**src/rtl/coin_pkg.sv**
```systemverilog
// Shared constants and state encoding for the coin-slot front end.
// Pure definitions; no logic and no latency.
// No handshake here; the users of these definitions handle flow control.
package coin_pkg;

    // Money codes presented on the controller's money input
    localparam logic [3:0] MONEY_NONE = 4'b0000;
    localparam logic [3:0] MONEY_5    = 4'b0101;
    localparam logic [3:0] MONEY_10   = 4'b1010;

    // Default pulse-width windows, in clocks of debounced-high time
    localparam int W5_MIN_DEF  = 8;
    localparam int W5_MAX_DEF  = 15;
    localparam int W10_MIN_DEF = 20;
    localparam int W10_MAX_DEF = 31;

    typedef enum logic [1:0] {
        IDLE    = 2'd0,
        MEASURE = 2'd1,
        JAM     = 2'd2
    } state_t;

endpackage

```
**src/rtl/coin_debounce.sv**
```systemverilog
// Synchronises the raw coin sensor and debounces it with a stability counter.
// Latency: SYNC_STAGES + DEBOUNCE cycles from a raw edge to the debounced edge.
// No backpressure: the level and its rise/fall strobes are produced every cycle.
module coin_debounce #(
    parameter int SYNC_STAGES = 2,
    parameter int DEBOUNCE    = 4
) (
    input  logic clk,
    input  logic reset,
    input  logic din,
    output logic level,
    output logic rise,
    output logic fall
);

    localparam int DB_W = $clog2(DEBOUNCE + 1);

    logic [SYNC_STAGES-1:0] sync_q;
    logic [DB_W-1:0]        stable_cnt;
    logic                   synced;

    assign synced = sync_q[SYNC_STAGES-1];

    // Shift the asynchronous sensor through the synchroniser chain
    always_ff @(posedge clk) begin
        if (reset) begin
            sync_q <= '0;
        end else begin
            sync_q <= {sync_q[SYNC_STAGES-2:0], din};
        end
    end

    // Flip the debounced level after DEBOUNCE consecutive differing samples
    always_ff @(posedge clk) begin
        if (reset) begin
            level      <= 1'b0;
            rise       <= 1'b0;
            fall       <= 1'b0;
            stable_cnt <= '0;
        end else begin
            rise <= 1'b0;
            fall <= 1'b0;
            if (synced == level) begin
                stable_cnt <= '0;
            end else if (stable_cnt == DB_W'(DEBOUNCE - 1)) begin
                level      <= synced;
                rise       <= synced;
                fall       <= ~synced;
                stable_cnt <= '0;
            end else begin
                stable_cnt <= stable_cnt + 1'b1;
            end
        end
    end

endmodule

```
**src/rtl/coin_acceptor.sv**
```systemverilog
// Classifies debounced coin pulses by width and queues accepted coins in a FIFO.
// Latency: coin code valid one cycle after the debounced falling edge (sensor + 2+4+1).
// Backpressure: money_ready stalls the FIFO head; coins arriving when full are rejected.
// Optional COIN_TOTAL_EN adds an 8-bit saturating credit_total of accepted coins.
module coin_acceptor
    import coin_pkg::*;
#(
    parameter int SYNC_STAGES = 2,
    parameter int DEBOUNCE    = 4,
    parameter int CNT_W       = 6,
    parameter int W5_MIN      = W5_MIN_DEF,
    parameter int W5_MAX      = W5_MAX_DEF,
    parameter int W10_MIN     = W10_MIN_DEF,
    parameter int W10_MAX     = W10_MAX_DEF,
    parameter int FIFO_DEPTH  = 4
) (
    input  logic       clk,
    input  logic       reset,
    input  logic       coin_sense,
    output logic [3:0] money,
    output logic       money_valid,
    input  logic       money_ready,
    output logic       coin_reject,
    output logic       fifo_full,
    output logic       busy
`ifdef COIN_TOTAL_EN
    ,
    output logic [7:0] credit_total
`endif
);

    localparam int                AW       = $clog2(FIFO_DEPTH);
    localparam logic [CNT_W-1:0]  CNT_MAX  = '1;
    localparam logic [CNT_W-1:0]  CNT_JAM  = CNT_MAX - 1'b1;
    localparam logic [AW:0]       FULL_CNT = (AW + 1)'(FIFO_DEPTH);

    logic            deb_level;
    logic            deb_rise;
    logic            deb_fall;
    state_t          state;
    logic [CNT_W-1:0] cnt;
    logic [3:0]      code_c;
    logic            push;
    logic            pop;
    logic [3:0]      mem [FIFO_DEPTH];
    logic [AW-1:0]   wr_ptr;
    logic [AW-1:0]   rd_ptr;
    logic [AW:0]     count;

    coin_debounce #(
        .SYNC_STAGES(SYNC_STAGES),
        .DEBOUNCE   (DEBOUNCE)
    ) u_debounce (
        .clk  (clk),
        .reset(reset),
        .din  (coin_sense),
        .level(deb_level),
        .rise (deb_rise),
        .fall (deb_fall)
    );

    // Map the measured width onto a money code; out-of-window widths give none
    always_comb begin
        code_c = MONEY_NONE;
        if (cnt >= CNT_W'(W5_MIN) && cnt <= CNT_W'(W5_MAX)) begin
            code_c = MONEY_5;
        end else if (cnt >= CNT_W'(W10_MIN) && cnt <= CNT_W'(W10_MAX)) begin
            code_c = MONEY_10;
        end
    end

    // Fullness is judged on the pre-pop occupancy so a full FIFO always rejects
    assign push        = (state == MEASURE) && deb_fall && (code_c != MONEY_NONE) && !fifo_full;
    assign pop         = money_valid && money_ready;
    assign money_valid = (count != '0);
    assign money       = money_valid ? mem[rd_ptr] : MONEY_NONE;
    assign fifo_full   = (count == FULL_CNT);
    assign busy        = (state != IDLE);

    // Measurement FSM: width counting, jam detection and reject pulse
    always_ff @(posedge clk) begin
        if (reset) begin
            state       <= IDLE;
            cnt         <= '0;
            coin_reject <= 1'b0;
        end else begin
            coin_reject <= 1'b0;
            case (state)
                IDLE: begin
                    if (deb_rise) begin
                        cnt   <= CNT_W'(1);
                        state <= MEASURE;
                    end
                end
                MEASURE: begin
                    if (deb_fall) begin
                        state <= IDLE;
                        if (code_c == MONEY_NONE || fifo_full) begin
                            coin_reject <= 1'b1;
                        end
                    end else if (cnt == CNT_JAM) begin
                        cnt   <= CNT_MAX;
                        state <= JAM;
                    end else begin
                        cnt <= cnt + 1'b1;
                    end
                end
                JAM: begin
                    if (!deb_level) begin
                        coin_reject <= 1'b1;
                        state       <= IDLE;
                    end
                end
                default: state <= IDLE;
            endcase
        end
    end

    // FIFO pointers and occupancy; simultaneous push and pop keeps the count
    always_ff @(posedge clk) begin
        if (reset) begin
            wr_ptr <= '0;
            rd_ptr <= '0;
            count  <= '0;
        end else begin
            if (push) begin
                wr_ptr <= wr_ptr + 1'b1;
            end
            if (pop) begin
                rd_ptr <= rd_ptr + 1'b1;
            end
            case ({push, pop})
                2'b10:   count <= count + 1'b1;
                2'b01:   count <= count - 1'b1;
                default: count <= count;
            endcase
        end
    end

    // FIFO storage; contents are only observed while the occupancy says valid
    always_ff @(posedge clk) begin
        if (push) begin
            mem[wr_ptr] <= code_c;
        end
    end

`ifdef COIN_TOTAL_EN
    logic [8:0] credit_sum;
    // The 5/10 codes double as their numeric value
    assign credit_sum = {1'b0, credit_total} + {5'b0, code_c};

    // Running total of accepted coins, saturating at 255
    always_ff @(posedge clk) begin
        if (reset) begin
            credit_total <= '0;
        end else if (push) begin
            credit_total <= credit_sum[8] ? 8'hFF : credit_sum[7:0];
        end
    end
`endif

endmodule

```
**config.mk**
```make
export PLATFORM = sky130hd
export DESIGN_NAME = coin_acceptor
export DESIGN_NICKNAME = d
export VERILOG_FILES = /design/src/rtl/coin_pkg.sv /design/src/rtl/coin_debounce.sv /design/src/rtl/coin_acceptor.sv
export SDC_FILE = /design/constraint.sdc
export NUM_CORES = 1
export LEC_CHECK = 0
export ABC_AREA = 1
export CORE_AREA = 2 2 58 60
export CTS_CLUSTER_SIZE = 24
export DETAILED_ROUTE_END_ITERATION = 12
export DIE_AREA = 0 0 60 62
export PLACE_DENSITY = 0.75
export SLEW_MARGIN = 20
export SYNTH_ARGS = -nofsm -noshare
export SYNTH_HDL_FRONTEND = slang
export SYNTH_SLANG_ARGS = --single-unit
```
**constraint.sdc**
```tcl
create_clock -name clk -period 2.15 [get_ports clk]
set_input_delay 0.3225 -clock clk [delete_from_list [all_inputs] [get_ports clk]]
set_output_delay 0.3225 -clock clk [all_outputs]
set_load 0.03 [all_outputs]
```
# ---- Word level (Yosys, flattened, before mapping)
# Memory sizes are Yosys's and may differ from the RTL's. A register that Yosys moved wholly into a read port is not among the register bits.
# Cells that the tools add are included.
dict set report totals {
  ff_bits 24
  latchBits 0
  mem_bits_rw 16
  romBits 0
  in_bits 4
  out_inout_bits 8
  word_cells 78
  n_memories 1
}
dict set report op_classes {
  addsub 6
  multipliers 0
  n_div 0
  n_lt_le_gt_ge 4
  n_eq_ne 12
  n_shift 0
  n_mux 21
  bitwise_logic 3
  reduce_logical 20
}
# name depth width rd rd_clocked_by_memory_dff wr line
set mem_list {}
lappend mem_list {mem 4 4 1 1 1 coin_acceptor.sv:45} ;# logic [3:0] mem [FIFO_DEPTH];
# cell count
set op_table {}
lappend op_table {{$mux W6} 3}
lappend op_table {{$mux W2} 6}
lappend op_table {{$mux W4} 3}
lappend op_table {{$pmux W6 S2} 1}
lappend op_table {{$add A3 B1 Y3 const B} 2}
lappend op_table {{$add A6 B1 Y6 const B} 1}
lappend op_table {{$eq A6 B6 Y1 const B} 1}
lappend op_table {{$ge A6 B4 Y1 const B} 1}
lappend op_table {{$ge A6 B5 Y1 const B} 1}
lappend op_table {{$le A6 B4 Y1 const B} 1}
lappend op_table {{$le A6 B5 Y1 const B} 1}
lappend op_table {{$logic_and A1 B1 Y1} 6}
lappend op_table {{$pmux W2 S3} 1}
lappend op_table {{$pmux W3 S2} 1}
lappend op_table {{$reduce_and A3 Y1} 2}
lappend op_table {{$reduce_bool A2 Y1} 3}
lappend op_table {{$reduce_or A3 Y1} 2}
lappend op_table {{$mux W1} 5}
lappend op_table {{$add A2 B1 Y2 const B} 2}
lappend op_table {{$eq A2 B1 Y1 const B} 2}
lappend op_table {{$eq A2 B2 Y1 const B} 2}
lappend op_table {{$logic_not A4 Y1} 1}
lappend op_table {{$ne A2 B2 Y1 const B} 2}
lappend op_table {{$reduce_bool A4 Y1} 1}
lappend op_table {{other kinds (13)} 15}

# ---- Logic depth before layout (Yosys ltp)
dict set report depth {
  word_depth 9
  mapped_depth 12
}

# ---- Hierarchy
# Synthesis repeated with hierarchy kept, for this count alone.
dict set report unflattened {
  cells_unflattened 217
  area_unflattened_um2 1709.1
}
# module instances cells_each area_each_um2 seq_area_each_um2
set by_module_without_submodules {}
lappend by_module_without_submodules {coin_acceptor 1 185 1426.4 600.6}
lappend by_module_without_submodules {coin_debounce 1 32 282.8 160.2}

# ---- Worst setup path after synthesis
# No wires, ideal clock.
dict set report synth_path {
  kind {register to register}
  from {register count[0]}
  to {register count[2]}
  setup_ns 0.122
  arrival_ns 1.820
  required_time_ns 2.028
  slack_ns 0.207
  stages_incl_launch_ff 12
  n_path_buf 0
  synth_period_minus_slack_ns 1.943
  path_cell_list {dfxtp_1 > inv_1 > nand3_1 > nand2_1 > inv_1 > ha_1 > inv_1 > fa_1 > a21oi_1 > o21ai_0 > o21ai_0 > a21oi_1}
}
dict set report synth_via {
  word_cells_on_any_way 11
  cone_classes {add/sub (2); eq/ne (3); mux (1); reduce/logical (5)}
}
# element line
set synth_lines {}
lappend synth_lines {{start: declaration} coin_acceptor.sv:48} ;# logic [AW:0] count;
lappend synth_lines {{start signal: assignment} coin_acceptor.sv:133} ;# 2'b10: count <= count + 1'b1;
lappend synth_lines {{start signal: assignment} coin_acceptor.sv:134} ;# 2'b01: count <= count - 1'b1;
lappend synth_lines {{start signal: assignment} coin_acceptor.sv:135} ;# default: count <= count;
lappend synth_lines {{$reduce_bool A3 Y1 (*)} coin_acceptor.sv:75} ;# assign money_valid = (count != '0);
lappend synth_lines {{named net money_valid} coin_acceptor.sv:21} ;# output logic money_valid,
lappend synth_lines {{$logic_and A1 B1 Y1 (*)} coin_acceptor.sv:74} ;# assign pop = money_valid && money_ready;
lappend synth_lines {{named net pop} coin_acceptor.sv:44} ;# logic pop;
lappend synth_lines {{$eq A2 B1 Y1 or $eq A2 B2 Y1 (tied branches)} coin_acceptor.sv:132} ;# case ({push, pop})
lappend synth_lines {{$pmux W3 S2 or $reduce_bool A2 Y1 (tied branches)} -}
# Mark *: on every way through the listed nets, which the timed path passes. The rest lies on a longest branch.
# A chain may end at the register's enable or synchronous reset.

# ---- Final worst setup path
dict set report layout_path {
  from {register state[1]}
  to {register count[2]}
}
dict set report layout_via {
  elab_chain_cells 6
  word_cells_on_any_way 8
  cone_classes {eq/ne (3); mux (1); reduce/logical (4)}
}
# element line
set layout_rtl {}
lappend layout_rtl {{start: declaration} coin_acceptor.sv:40} ;# state_t state;
lappend layout_rtl {{start signal: assignment} coin_acceptor.sv:83} ;# state <= IDLE;
lappend layout_rtl {{start signal: assignment} coin_acceptor.sv:92} ;# state <= MEASURE;
lappend layout_rtl {{start signal: assignment} coin_acceptor.sv:97} ;# state <= IDLE;
lappend layout_rtl {{$eq A2 B1 Y1 (*)} coin_acceptor.sv:73} ;# assign push = (state == MEASURE) && deb_fall && (code_c != MONEY_NONE) && !fifo_full;
lappend layout_rtl {{$logic_and A1 B1 Y1 (*) (3 in series)} coin_acceptor.sv:73}
lappend layout_rtl {{$eq A2 B1 Y1 or $eq A2 B2 Y1 (tied branches)} coin_acceptor.sv:132}
lappend layout_rtl {{$pmux W3 S2 or $reduce_bool A2 Y1 (tied branches)} -}
# Mark *: on every way between the ends. The rest lies on a longest branch, timed or not.

==> results_dict.tcl <==
set metrics [dict create \
    total_power_uw 1400 \
    fin_area_um2 1910 \
    die-area_um2 3720 \
    min_path_type "reg2reg" \
    antenna_found_initial 0 \
    drv_cap 0 \
    fmax_mhz 515 \
    drt-total-wl_um 2660 \
    rsz0062_at_grt "no" \
    ys_seq_area_share_pct 45.3 \
    grt_pass1_vias 1191 \
    drc 0 \
    async_flop_share_pct 0 \
    crit_type "reg2reg" \
    regToRegStartpoint "state[1]" \
    dpl_cell_area_um2 1840 \
    drive_gt1_share_pct 7.79 \
    period_minus_slack_ns 1.94 \
    holdBufCountCts 0 \
    gr-usage-all-layers_pct 17.6 \
    cts_tree "done" \
    cts_buffers 5 \
    crit_start "state[1]" \
    worstPathMaxFanout 4 \
    syn_avg_cell_area_um2 7.93 \
    n_fill_cell 302 \
    setup_viol 0 \
    crit_path_end_kind "flip-flop" \
    io_pins 12 \
    placementRows 21 \
    regToRegSetupSlack_ns 0.21 \
    r2r_cells 12 \
    place_congestion 0.819 \
    die_w_um 60 \
    peakVddDrop_mv 0.538 \
    hold_viol 0 \
    yosysWarnings 0 \
    tightestPinTransition_ns 0.314 \
    h-tree-depth 2 \
    post-route-util_pct 60.1 \
    cts_sinks 34 \
    slew_headroom_pct 79.0 \
    core_area_um2 3180 \
    grt_max_degree 11 \
    seqCellArea_um2 761 \
    clock_path_buffers 2 \
    worstReg2RegEnd "count[2]" \
    vias 1291 \
    multi_input_area_um2 746 \
    endpoint "count[2]" \
    drt_iter0_markers 63 \
    first_pass_iters 4 \
    maxSlewViolCount 0 \
    grt_overflow_total 0 \
    syn-num-nets 230 \
    start_kind "flip-flop" \
    clk_pin_slew_worst_paths_ns 0.10 \
    diodes 0 \
    synth_area_um2 1680 \
    status "finished, final reports clean" \
    avgRoutedWirePerCell_um 9.60 \
    synth_flop_cell "dfxtp_1" \
    root_buffer "clkbuf_4" \
    grt_pass1_wl_um 4790 \
    antenna_left 0 \
    p_leak_uw 0.000822 \
    crit_arrival_ns 2.17 \
    fin_crit_sh_pct 90.3 \
    io_buffers 11 \
    vias_per_cell 4.66 \
    die_y_um 62 \
    synth_edf_count 8 \
    fin_nets 248 \
    critPathRequiredTime_ns 2.38 \
    setup_tns_ns 0 \
    clock_latency_ns 0.33 \
    p_per_area_nw_per_um2 732 \
    syn_inst 212 \
    yosysUniqueCellTypes 25 \
    ys_seq_elements 34 \
    skew_ns 0.00524 \
    dp_hpwl_um 2000 \
    start_util_pct 52.9 \
    area_growth_syn_to_layout_pct 13.8 \
]
==> routing by layer <==
layer / GRT usage (%) / wire length [um] / share of wire (%) / vias to the layer above
li1: - / - / - / 705
met1: 20.1 / 1240 / 47 / 558
met2: 30.7 / 1270 / 48 / 21
met3: 4.35 / 87 / 3.3 / 7
met4: 8.57 / 68 / 2.6 / 0
met5: 0 / 0 / 0 / -
==> timing repair <==
action | CTS | global route
gates resized for setup | 4 | 4
endpoints found under the setup margin | 4 | 3
buffers inserted | 0 | 1
cloned | 0 | 0
pin swaps | 0 | 0
==> cell families (layout without fill, tap and decap cells) <==
| family | after synthesis | after routing | synth area share, % |
|---|---|---|---|
| adders and majority gates | 14 | 14 | 10.9 |
| DFF | 34 | 34 | 45.3 |
| xor gates and xnor gates | 1 | 1 | 0.521 |
| AOI/OAI and AO/OA | 33 | 33 | 10.6 |
| and+or+nand+nor | 87 | 87 | 22.4 |
| buffers and inverters | 43 | 62 | 10.3 |
==> worst max-delay path, cell delays in order, from the launching register on <==
cell,delay (ns)
dfxtp_1,0.34
inv_1,0.07
ha_1,0.19
nand2_1,0.06
inv_1,0.08
nand3_4,0.10
ha_1,0.14
inv_1,0.06
fa_1,0.38
a21oi_1,0.15
o21ai_1,0.09
o21ai_1,0.12
a21oi_1,0.05
==> area by class of cell <==
cell class | count | share of cell area, %
repair buffers | 14 | 6.94
clock buffers | 7 | 2.88
flip-flops and latches | 34 | 39.8
multi-input cells | 135 | 39.0
well taps | 46 | 3.01
inverters | 40 | 8.12
clock inverters | 1 | 0.262
==> placed cells by master (no fill, tap or decap), types with 3 or more instances in the layout <==
cell	instances
ha_1	13
a21oi_1	18
nand3_1	6
buf_4	3
clkbuf_4	5
o21ai_0	9
dfxtp_1	26
nor2_1	33
inv_1	39
nand2_1	37
dlygate4sd2_1	4
clkdlybuf4s50_1	5
edfxtp_1	8
==> power by group <==
part / total (uW) / leakage [uW] / internal, uW / switching [uW]
sequential: 696 / 0.000284 / 679 / 17.4
clock: 365 / 0.0000353 / 158 / 206
combinational: 338 / 0.000503 / 115 / 223
==> registers in the layout, indices dropped and copies added, names as in the netlist, 2 cells and up, named ones only <==
register / count
cnt: 6
u_debounce.sync_q: 2
u_debounce.stable_cnt: 3
count: 3
rd_ptr: 2
state: 2
mem: 8
wr_ptr: 2
==> cell usage after synthesis (all sizes together), types with 2 or more instances <==
cell	number	share of area, %
inv	39	8.7
nand2	39	9.0
nor2	34	8.0
dfxtp	26	31
a21oi	18	5.4
ha	13	9.7
o21ai	13	4.3
edfxtp	8	14
nand3	7	2.8
buf	2	0.89
nor4	2	0.74
o211ai	2	0.89
==> worst min path at each step <==
stage	start	to	slack, ns	cells past startpoint
after global routing	u_debounce.sync_q[0]	u_debounce.sync_q[1]	0.44	2
after CTS	u_debounce.sync_q[0]	u_debounce.sync_q[1]	0.42	2
after detailed placement	u_debounce.sync_q[0]	u_debounce.sync_q[1]	0.40	2
after global placement	u_debounce.sync_q[0]	u_debounce.sync_q[1]	0.40	2
after floorplan	u_debounce.sync_q[0]	u_debounce.sync_q[1]	0.39	2
final	u_debounce.sync_q[0]	u_debounce.sync_q[1]	0.41	2
==> through the flow <==
stage,std cells,hold slack (ns),setup WS (ns)
2_1_floorplan,212,0.388,0.207
4_1_cts,276,0.417,0.0488
3_3_place_gp,268,0.398,0.113
5_1_grt,277,0.444,0.0249
6_report,277,0.413,0.209
3_5_place_dp,268,0.401,0.0832
Note: power is estimated with default switching activity, not from simulation.
